**config.mk**
```make
export PLATFORM = sky130hd
export DESIGN_NAME = pb_front_flat
export DESIGN_NICKNAME = d
export VERILOG_FILES = /design/src/rtl/pb_front_if.sv /design/src/rtl/pb_front.sv /design/src/flat_wrapper.sv
export SDC_FILE = /design/constraint.sdc
export NUM_CORES = 1
export LEC_CHECK = 0
export CAP_MARGIN = 40
export CORE_MARGIN = 5
export CORE_UTILIZATION = 42
export CTS_CLUSTER_DIAMETER = 100
export DETAILED_ROUTE_END_ITERATION = 8
export GPL_ROUTABILITY_DRIVEN = 0
export MAX_ROUTING_LAYER = met4
export RECOVER_POWER = 25
export SLEW_MARGIN = 20
export SYNTH_ARGS = -nofsm -noshare
export SYNTH_HDL_FRONTEND = slang
export SYNTH_SLANG_ARGS = --single-unit
```
**constraint.sdc**
```tcl
create_clock -name clk -period 2.3 [get_ports clk]
set_clock_uncertainty 0.1 [all_clocks]
set_input_delay 0.575 -clock clk [delete_from_list [all_inputs] [get_ports clk]]
set_output_delay 0.575 -clock clk [all_outputs]
set_load 0.01 [all_outputs]
```
**src/rtl/pb_front_if.sv**
```systemverilog
// rtl/pb_front_if.sv - pushbutton pads in, debounced levels and arbitrated events out
interface pb_front_if;
    logic pbl_raw;
    logic pbr_raw;
    logic pbl_db;
    logic pbr_db;
    logic pl_press;
    logic pr_press;
    logic tie_press;
    logic pl_hold;
    logic pr_hold;

    modport master (
        output pbl_raw, pbr_raw,
        input  pbl_db, pbr_db, pl_press, pr_press, tie_press, pl_hold, pr_hold
    );

    modport slave (
        input  pbl_raw, pbr_raw,
        output pbl_db, pbr_db, pl_press, pr_press, tie_press, pl_hold, pr_hold
    );
endinterface

```
**src/rtl/pb_front.sv**
```systemverilog
// rtl/pb_front.sv - tug-of-war pushbutton sync, debounce, press arbitration and hold detect
module pb_front #(
    parameter int DB_CYCLES   = 10,
    parameter int TIE_WIN     = 2,
    parameter int HOLD_CYCLES = 500
) (
    input logic       clk,
    input logic       rst,
    pb_front_if.slave pb
);
    localparam int DBW = $clog2(DB_CYCLES);
    localparam int TW  = $clog2(TIE_WIN + 1);
    localparam int HW  = $clog2(HOLD_CYCLES + 1);
    localparam logic [DBW-1:0] DB_LAST  = DBW'(DB_CYCLES - 1);
    localparam logic [TW-1:0]  TIE_LAST = TW'(TIE_WIN - 1);
    localparam logic [HW-1:0]  HOLD_MAX = HW'(HOLD_CYCLES);

    typedef enum logic [1:0] {IDLE, WAIT_L, WAIT_R} state_t;

    // bit 0 = left button, bit 1 = right button
    logic [1:0]     raw, s1, s, db, db_q, rise, hold;
    logic [DBW-1:0] db_cnt   [2];
    logic [HW-1:0]  hold_cnt [2];

    state_t         state, state_nxt;
    logic [TW-1:0]  timer, timer_nxt;
    logic           pl_q, pr_q, tie_q;
    logic           pl_nxt, pr_nxt, tie_nxt;

    assign raw  = {pb.pbr_raw, pb.pbl_raw};
    assign rise = db & ~db_q;

    always_ff @(posedge clk or negedge rst) begin
        if (!rst) begin
            s1   <= '0;
            s    <= '0;
            db_q <= '0;
        end else begin
            s1   <= raw;
            s    <= s1;
            db_q <= db;
        end
    end

    always_ff @(posedge clk or negedge rst) begin
        if (!rst) begin
            db   <= '0;
            hold <= '0;
            for (int i = 0; i < 2; i++) begin
                db_cnt[i]   <= '0;
                hold_cnt[i] <= '0;
            end
        end else begin
            for (int i = 0; i < 2; i++) begin
                // db flips only after DB_CYCLES consecutive disagreeing samples
                if (s[i] == db[i]) begin
                    db_cnt[i] <= '0;
                end else if (db_cnt[i] == DB_LAST) begin
                    db[i]     <= ~db[i];
                    db_cnt[i] <= '0;
                end else begin
                    db_cnt[i] <= db_cnt[i] + 1'b1;
                end

                if (!db[i]) begin
                    hold_cnt[i] <= '0;
                end else if (hold_cnt[i] != HOLD_MAX) begin
                    hold_cnt[i] <= hold_cnt[i] + 1'b1;
                end
                // gated by db so the flag drops on the edge right after release
                hold[i] <= db[i] & (hold_cnt[i] == HOLD_MAX);
            end
        end
    end

    always_ff @(posedge clk or negedge rst) begin
        if (!rst) begin
            state <= IDLE;
            timer <= '0;
            pl_q  <= 1'b0;
            pr_q  <= 1'b0;
            tie_q <= 1'b0;
        end else begin
            state <= state_nxt;
            timer <= timer_nxt;
            pl_q  <= pl_nxt;
            pr_q  <= pr_nxt;
            tie_q <= tie_nxt;
        end
    end

    always_comb begin
        state_nxt = state;
        case (state)
            IDLE: begin
                if (rise[0] && !rise[1])      state_nxt = WAIT_L;
                else if (rise[1] && !rise[0]) state_nxt = WAIT_R;
            end
            WAIT_L: if (rise[1] || timer == TIE_LAST) state_nxt = IDLE;
            WAIT_R: if (rise[0] || timer == TIE_LAST) state_nxt = IDLE;
            default: state_nxt = IDLE;
        endcase
    end

    always_comb begin
        timer_nxt = timer;
        pl_nxt    = 1'b0;
        pr_nxt    = 1'b0;
        tie_nxt   = 1'b0;
        case (state)
            IDLE: begin
                timer_nxt = '0;
                tie_nxt   = rise[0] & rise[1];
            end
            WAIT_L: begin
                if (rise[1])                tie_nxt   = 1'b1;
                else if (timer == TIE_LAST) pl_nxt    = 1'b1;
                else                        timer_nxt = timer + 1'b1;
            end
            WAIT_R: begin
                if (rise[0])                tie_nxt   = 1'b1;
                else if (timer == TIE_LAST) pr_nxt    = 1'b1;
                else                        timer_nxt = timer + 1'b1;
            end
            default: timer_nxt = '0;
        endcase
    end

    assign pb.pbl_db    = db[0];
    assign pb.pbr_db    = db[1];
    assign pb.pl_press  = pl_q;
    assign pb.pr_press  = pr_q;
    assign pb.tie_press = tie_q;
    assign pb.pl_hold   = hold[0];
    assign pb.pr_hold   = hold[1];
endmodule

```
**src/flat_wrapper.sv**
```systemverilog
// flat-port wrapper written by rule: the top's interface ports become plain ports
module pb_front_flat 
#(
    parameter int DB_CYCLES   = 10,
    parameter int TIE_WIN     = 2,
    parameter int HOLD_CYCLES = 500
)
  (clk, rst, pb_pbl_raw, pb_pbr_raw, pb_pbl_db, pb_pbr_db, pb_pl_press, pb_pr_press, pb_tie_press, pb_pl_hold, pb_pr_hold);
  pb_front_if pb_i ();
  input logic clk;
  input logic rst;
  input wire logic [$bits(pb_i.pbl_raw)-1:0] pb_pbl_raw;
  input wire logic [$bits(pb_i.pbr_raw)-1:0] pb_pbr_raw;
  output wire logic [$bits(pb_i.pbl_db)-1:0] pb_pbl_db;
  output wire logic [$bits(pb_i.pbr_db)-1:0] pb_pbr_db;
  output wire logic [$bits(pb_i.pl_press)-1:0] pb_pl_press;
  output wire logic [$bits(pb_i.pr_press)-1:0] pb_pr_press;
  output wire logic [$bits(pb_i.tie_press)-1:0] pb_tie_press;
  output wire logic [$bits(pb_i.pl_hold)-1:0] pb_pl_hold;
  output wire logic [$bits(pb_i.pr_hold)-1:0] pb_pr_hold;
  assign pb_i.pbl_raw = pb_pbl_raw;
  assign pb_i.pbr_raw = pb_pbr_raw;
  assign pb_pbl_db = pb_i.pbl_db;
  assign pb_pbr_db = pb_i.pbr_db;
  assign pb_pl_press = pb_i.pl_press;
  assign pb_pr_press = pb_i.pr_press;
  assign pb_tie_press = pb_i.tie_press;
  assign pb_pl_hold = pb_i.pl_hold;
  assign pb_pr_hold = pb_i.pr_hold;
  pb_front #(.DB_CYCLES(DB_CYCLES), .TIE_WIN(TIE_WIN), .HOLD_CYCLES(HOLD_CYCLES)) u_core (.clk(clk), .rst(rst), .pb(pb_i));
endmodule
```
Yosys cells after proc, flatten, opt, wreduce, memory -nomap -nowiden:

Cells that the tools add are included.

* output and inout bits: 7
* register bits after elaboration: 43

* equality and inequality tests: 18
* reductions and logical operators: 11
* add/sub/neg operators: 5
* bitwise operators: 9
* muxes and demuxes: 25

Operators with widths (count)
* 9-bit two-way mux: 4
* 9-bit by 1-bit adder with 9-bit output (second input constant): 2
* 9-bit equality test (second input constant): 2
* 9-bit inequality test (second input constant): 2
* 4-bit two-way mux: 4
* 2-bit two-way mux: 7
* 4-bit by 1-bit adder with 4-bit output (second input constant): 2
* 4-bit equality test (second input constant): 2
* 2-bit inequality test (second input constant): 4
* 1-bit two-way mux: 7
* 2-bit case mux with 3 select lines: 1
* 2-bit AND reduction: 3
* 2-bit by 1-bit equality test with 1-bit output (second input constant): 2
* 2-bit by 1-bit inequality test with 1-bit output (second input constant): 2
* 1-bit NOT: 4
* 2-bit case mux with 2 select lines: 1
* 1-bit bitwise AND: 3
* 3-bit by 1-bit inequality test with 1-bit output (second input constant): 1
* 1-bit case mux with 3 select lines: 1
* 3-bit AND reduction: 1
* 2-bit by 1-bit adder with 2-bit output (second input constant): 1
* 2-bit bitwise AND: 1
* 1-bit equality test: 2
* 2-bit equality test (second input constant): 1
* other kinds (5): 8

Depth between registers and ports, before layout:

Gate-level depths: netlist of the first run.

* depth after elaboration: 7
* gate-level depth with buffers: 6
* mapped depth without buffers: 6

Worst setup path after synthesis of the first run:

Ideal clock, no wire load.

* path kind: reg2reg
* from: register u_core.db[0]
* to: register u_core.timer[1]
* data arrival time: 1.217 ns
* path slack: 0.857 ns
* data required time: 2.074 ns
* cell stages (with the launch flop): 5
* library setup time: 0.126 ns
* clock period less this slack: 1.443 ns
* cells stage by stage: dfrtp_1 and2b_1 a22oi_1 a21boi_0 o21ai_0

* longest elaborated chain between the ends: 3

RTL lines
* start: declaration: line pb_front.sv:21 `logic [1:0] raw, s1, s, db, db_q, rise, hold;`
* start signal: indexed assignment: line pb_front.sv:59 `db[i] <= ~db[i];`
* 2-bit bitwise AND: line pb_front.sv:31 `assign rise = db & ~db_q;`
* 2-bit inequality test (no source line)
* 2-bit AND reduction (no source line)
* end signal: assignment: line pb_front.sv:85 `timer <= timer_nxt;`
* end: declaration: line pb_front.sv:26 `logic [TW-1:0] timer, timer_nxt;`

No other way between the ends.
A chain may end at the register's enable or synchronous reset.

Worst setup path after layout of the first run:

* from: register u_core.db[1]
* to: output port pb_pbr_db

RTL lines
* end: declaration: line flat_wrapper.sv:15 `output wire logic [$bits(pb_i.pbr_db)-1:0] pb_pbr_db;`

No word-level cell between the ends.

==> results of run 1 <==
-- registers in the layout, summed over array words and instances (netlist names) --
register / cells
u_core.s: 2
u_core.db_cnt: 8
u_core.pb.pr_press: 1
u_core.state: 2
u_core.pb.tie_press: 1
u_core.db_q: 2
u_core.s1: 2
u_core.hold_cnt: 18
u_core.hold: 2
u_core.pb.pl_press: 1
u_core.db: 2
u_core.timer: 2
-- per-stage QoR --
stage | util (%) | std cells | worst slack [ns] | cell area, sq um | total power, W
finish | 48.9 | 257 | 0.447 | 2290 | 0.00165
global route | 48.9 | 257 | 0.318 | 2290 | 0.00176
CTS | 49.0 | 257 | 0.422 | 2300 | 0.00168
detailed placement | 47.2 | 250 | 0.668 | 2210 | 0.00119
global placement | 47.2 | 250 | 0.751 | 2210 | 0.00116
floorplan | - | 184 | 0.857 | 2030 | 0.00109
-- layer usage --
metal,wire (microns),global-route usage (%)
met4,54,4.64
met5,0,-
met2,1640,20.2
met1,1480,13.6
met3,137,3.84
-- where the power goes --
part	switching, W	internal [W]
logic	0.000168	0.000137
clock network	0.000245	0.000236
registers	0.0000515	0.000813
total	0.000465	0.00119
-- kinds of logic after synthesis --
logic type                 share of synthesized area [%]
DFF                                                 53.1
muxes                                               1.60
AOI/OAI and AO/OA                                   9.32
and+or+nand+nor                                     19.6
buffers and inverters                               2.41
xor gates and xnor gates                            6.05
adders and majority gates                           8.02
-- cells in the mapped netlist --
library cell,instances
dfrtp_1,43
ha_1,13
nor2_1,13
inv_1,11
o21ai_0,11
nand2_1,10
nand3_1,10
xnor2_1,10
and2_1,9
a21boi_0,5
and3_1,5
or3_1,5
xor2_1,4
nand3b_1,3
nor2b_1,3
a22o_1,2
a22oi_1,2
a31oi_1,2
clkbuf_1,2
mux2_2,2
nand2b_1,2
nand4b_1,2
o31ai_1,2
a21oi_1,1
a2bb2oi_1,1
a31o_2,1
and2_2,1
and2b_1,1
and3_2,1
mux2i_1,1
nand4_1,1
nand4_2,1
nor3b_1,1
nor4_4,1
o211ai_1,1
o22ai_1,1
-- worst paths after layout --
path / startpoint / cells past startpoint / slack, ns / end
worst max-delay path: u_core.db[1] / 1 / 0.45 / pb_pbr_db
worst min-delay path: u_core.s1[0] / 0 / 0.25 / u_core.s[0]
worst max register to register: u_core.db[0] / 5 / 0.48 / u_core.timer[1]
worst min register to register: u_core.s1[0] / 0 / 0.25 / u_core.s[0]
max in group asynchronous: rst / 1 / 0.65 / u_core.hold_cnt[4]
min in group asynchronous: rst / 1 / 0.55 / u_core.hold_cnt[13]
-- area by class of cell --
class                      instances  area, sq um
timing repair buffer              14          116
tap                               54         67.6
sequential                        43         1080
fill                             432         2400
clock inverter                     1         5.00
inverter                          11         41.3
multi-input combinational        128          903
clock buffer                       6         82.6
==> results.ini, run 1 <==
[logic_synthesis]
ys_seq_area_share_pct=53.1
syn_nets=201
synth_area_leaders=dfrtp_1, ha_1, xnor2_1
yosys.area.top_type=dfrtp_1
synth_warnings=0
syn_inst=184
synth_top_area_share_pct=53.1
syn_area_sq_um=2030
synth-seq-cells=43
ys_types=36
syn_area_per_cell_sq_um=11.0

[grt]
grt_pass1_wl_mm=5.84
grt_max_degree=30
grt_usage_pct=12.1
grt_antenna_before_repair=0
grt_overflow=0
grt_pass1_vias=1333

[sta]
final_max_slew_viol_count=30
period_minus_slack_ns=1.85
fin_crit_sh_pct=80.5
max_freq_mhz=540
hold_viol=0
tightest_slew_ns=1.54
rsz0062_at_grt=no
slew_headroom_pct=-2.70
holdWs_ns=0.251
setup_viol=0
tns_ns=0

[setup_path]
crit_fanout=2
crit_chain=clkdlybuf4s50_1
crit_arrival_ns=1.18
crit_buf_inv=1
crit_path_end_kind=primary output
start_kind=flop
critical_path_class=flop to primary output
cp.required_ns=1.62
critPathSlowestCell=clkdlybuf4s50_1
cp_slowest_stage_delay_ns=0.54
critPathTopFamily=buffers and inverters

[clock_tree]
cts_tree=yes
clockRootBuffer=clkbuf_8
post_cts_buffers=0
clk-insertion-delay-late_ns=0.29
postCtsResizedCells=0
ctsHtreeMaxLevel=2
cts_buffers=5
cts_buffer_depth=2
cts_hold_buffers=0
clkSinkCount=43
clk_pin_slew_ns=0.08

[min_path]
min_path_type=flop to flop

[layout]
antennaDiodeCount=0
drive_gt1_share_pct=7.88
final_common_cell=dfrtp_1
final_cell_mix=dfrtp_1, nor2_1, ha_1
syn2layout_area_growth_pct=13.0
nets=220

[pwr]
power_density_nw_per_um2=720
leakage_nw=1.04
ir_drop_mv=0.390

[die]
rows=25
die_y_microns=79.5
dieArea_sq_um=6320
io-pin-count=11
core_area_sq_um=4690
die_x_microns=79.5
start_util_pct=43.2

[run_status]
status=complete, but fails checks
failed_checks=max-capacitance violations, max-slew violations

[route]
wl_mm=3.31
dr_total_vias=1386
wl_per_cell_microns=12.9
drt-initial-drc-count=90
post-route-drc-count=0
drt_first_pass_iters=4
vias_per_cell=5.39
ant_nets=0

[placement]
port_buffers=10
hpwl_mm=2.40

[job]
drv_cap=1

Note: power is estimated with default switching activity, not from simulation.
==> inputs of run 2 (changes only) <==
clock period = 1.5 ns   (was 2.3 ns; I/O delays follow)
==> results.ini, run 2 (synthesis results as in run 1) <==
[run_status]
status=finished clean

[layout]
nets=233  ; +5.9%
final_common_cell=dfrtp_1
top_register=u_core.hold_cnt
antennaDiodeCount=0  ; unchanged
largest_reg_flops=18  ; unchanged
final_area_sq_um=2520  ; +10%
drive_gt1_share_pct=22.6  ; +15 points
reg_top3=u_core.hold_cnt x18, u_core.db_cnt x8
finalNonFillerCells=271  ; +5.4%
final_cell_mix=dfrtp_1, buf_4, nor2_1
syn2layout_area_growth_pct=24.4

[sta]
max_freq_mhz=678
tns_ns=0  ; unchanged
setup_viol=0  ; unchanged
finalWorstSetupSlack_ns=0.0240  ; -0.423 ns
fin_crit_sh_pct=98.4
period_minus_slack_ns=1.48
final_max_slew_viol_count=0  ; -100%
slew_headroom_pct=61.7  ; +64 points
tightest_slew_ns=0.575  ; -0.966 ns
hold_viol=0  ; unchanged

[grt]
grt_antenna_before_repair=0  ; unchanged
grt_pass1_wl_mm=6.43  ; +10%
grt_max_degree=44  ; +47%
grt_overflow=0  ; unchanged
grt_pass1_vias=1469  ; +10%
grt_usage_pct=13.4  ; +1.3 points

[die]
rows=25  ; unchanged
start_util_pct=43.2  ; unchanged
die_y_microns=79.5  ; unchanged
dieArea_sq_um=6320  ; unchanged
io-pin-count=11  ; unchanged
core_area_sq_um=4690  ; unchanged
die_x_microns=79.5  ; unchanged

[clock_tree]
clkSinkCount=43  ; unchanged
clk-insertion-delay-late_ns=0.29  ; about the same
ctsHtreeMaxLevel=2  ; unchanged
cts_buffer_depth=2  ; unchanged
cts_tree=yes
cts_buffers=5  ; unchanged
clockRootBuffer=clkbuf_8
clk_pin_slew_ns=0.08  ; about the same

[job]
drv_cap=0  ; -1

[setup_path]
cp.required_ns=1.58  ; -0.04 ns
crit_fanout=5  ; +3
critical_path_class=flop to flop
cp-startpoint=u_core.state[0]
crit_arrival_ns=1.55  ; +0.37 ns
r2r-start=u_core.state[0]
crit_path_end_kind=flop
start_kind=flop

[route]
wl_mm=3.76  ; +14%
drt-initial-drc-count=94  ; +4.4%
drt_first_pass_iters=4  ; unchanged
post-route-drc-count=0  ; unchanged
ant_nets=0  ; unchanged
wl_per_cell_microns=13.9  ; +7.7%
vias_per_cell=5.16  ; -4.3%
dr_total_vias=1398  ; +0.87%

[placement]
pre_cts_ws_ns=-0.0493  ; -0.717 ns
port_buffers=10  ; unchanged
hpwl_mm=2.53  ; +5.2%
detailed_place.area_sq_um=2260  ; +2.3%
place_inst=255  ; +2.0%

[pwr]
leakage_nw=1.16  ; +12%
ir_drop_mv=0.488  ; +25%
p_total_w=0.00301  ; +83%
power_density_nw_per_um2=1190  ; +66%

[min_path]
min_path_type=flop to flop
min_from=u_core.s1[0]

[run 2: through the flow]
stage / hold WS [ns] / util, %
5_1_grt: 0.263 / 53.8
3_3_place_gp: 0.234 / 48.2
2_1_floorplan: -0.0206 / -
3_5_place_dp: 0.237 / 48.2
6_report: 0.252 / 53.8
4_1_cts: 0.255 / 51.5
[run 2: critical path, stage by stage, from the launching register on]
cell,delay (ns)
dfrtp_1,0.40
inv_1,0.18
ha_4,0.19
nor2b_1,0.21
o31ai_2,0.09
a22o_1,0.19
[run 2: report_power, final]
| part | internal (W) | leakage (nW) | switching [W] |
|---|---|---|---|
| Sequential | 0.00125 | 0.583 | 0.0000811 |
| Clock | 0.000665 | 0.0654 | 0.000378 |
| Combinational | 0.000310 | 0.517 | 0.000330 |
| Total | 0.00222 | 1.16 | 0.000790 |
[run 2: worst paths after layout]
check,to,slack (ns),depth (start not counted)
hold / removal,u_core.s[0],0.25,0
max in group asynchronous,u_core.state[1],0.26,3
setup reg to reg,u_core.state[1],0.02,5
setup / recovery,u_core.state[1],0.02,5
min in group asynchronous,u_core.hold_cnt[17],0.62,3
hold reg to reg,u_core.s[0],0.25,0
[run 2: metal layers]
layer / global-route usage (%) / up-vias / routed length [microns]
li1: - / 692 / -
met1: 14.5 / 682 / 1660
met2: 22.9 / 16 / 1910
met3: 4.63 / 8 / 125
met4: 4.64 / 0 / 70
met5: - / - / 0
[run 2: layout make-up]
| class | instances | area, sq um |
|---|---|---|
| Multi-Input combinational cell | 128 | 986 |
| Inverter | 11 | 41.3 |
| Clock inverter | 2 | 60.1 |
| Tap cell | 54 | 67.6 |
| Clock buffer | 6 | 72.6 |
| Sequential cell | 43 | 1080 |
| Fill cell | 394 | 2170 |
| Timing Repair Buffer | 27 | 218 |
[run 2: what timing repair did]
action                                  CTS  global route
hold endpoints to repair                 43             0
pin swaps                                 0             1
setup buffers                             1             6
resized for setup                        11            27
endpoints found under the setup margin   11            16
hold buffers                              1             0
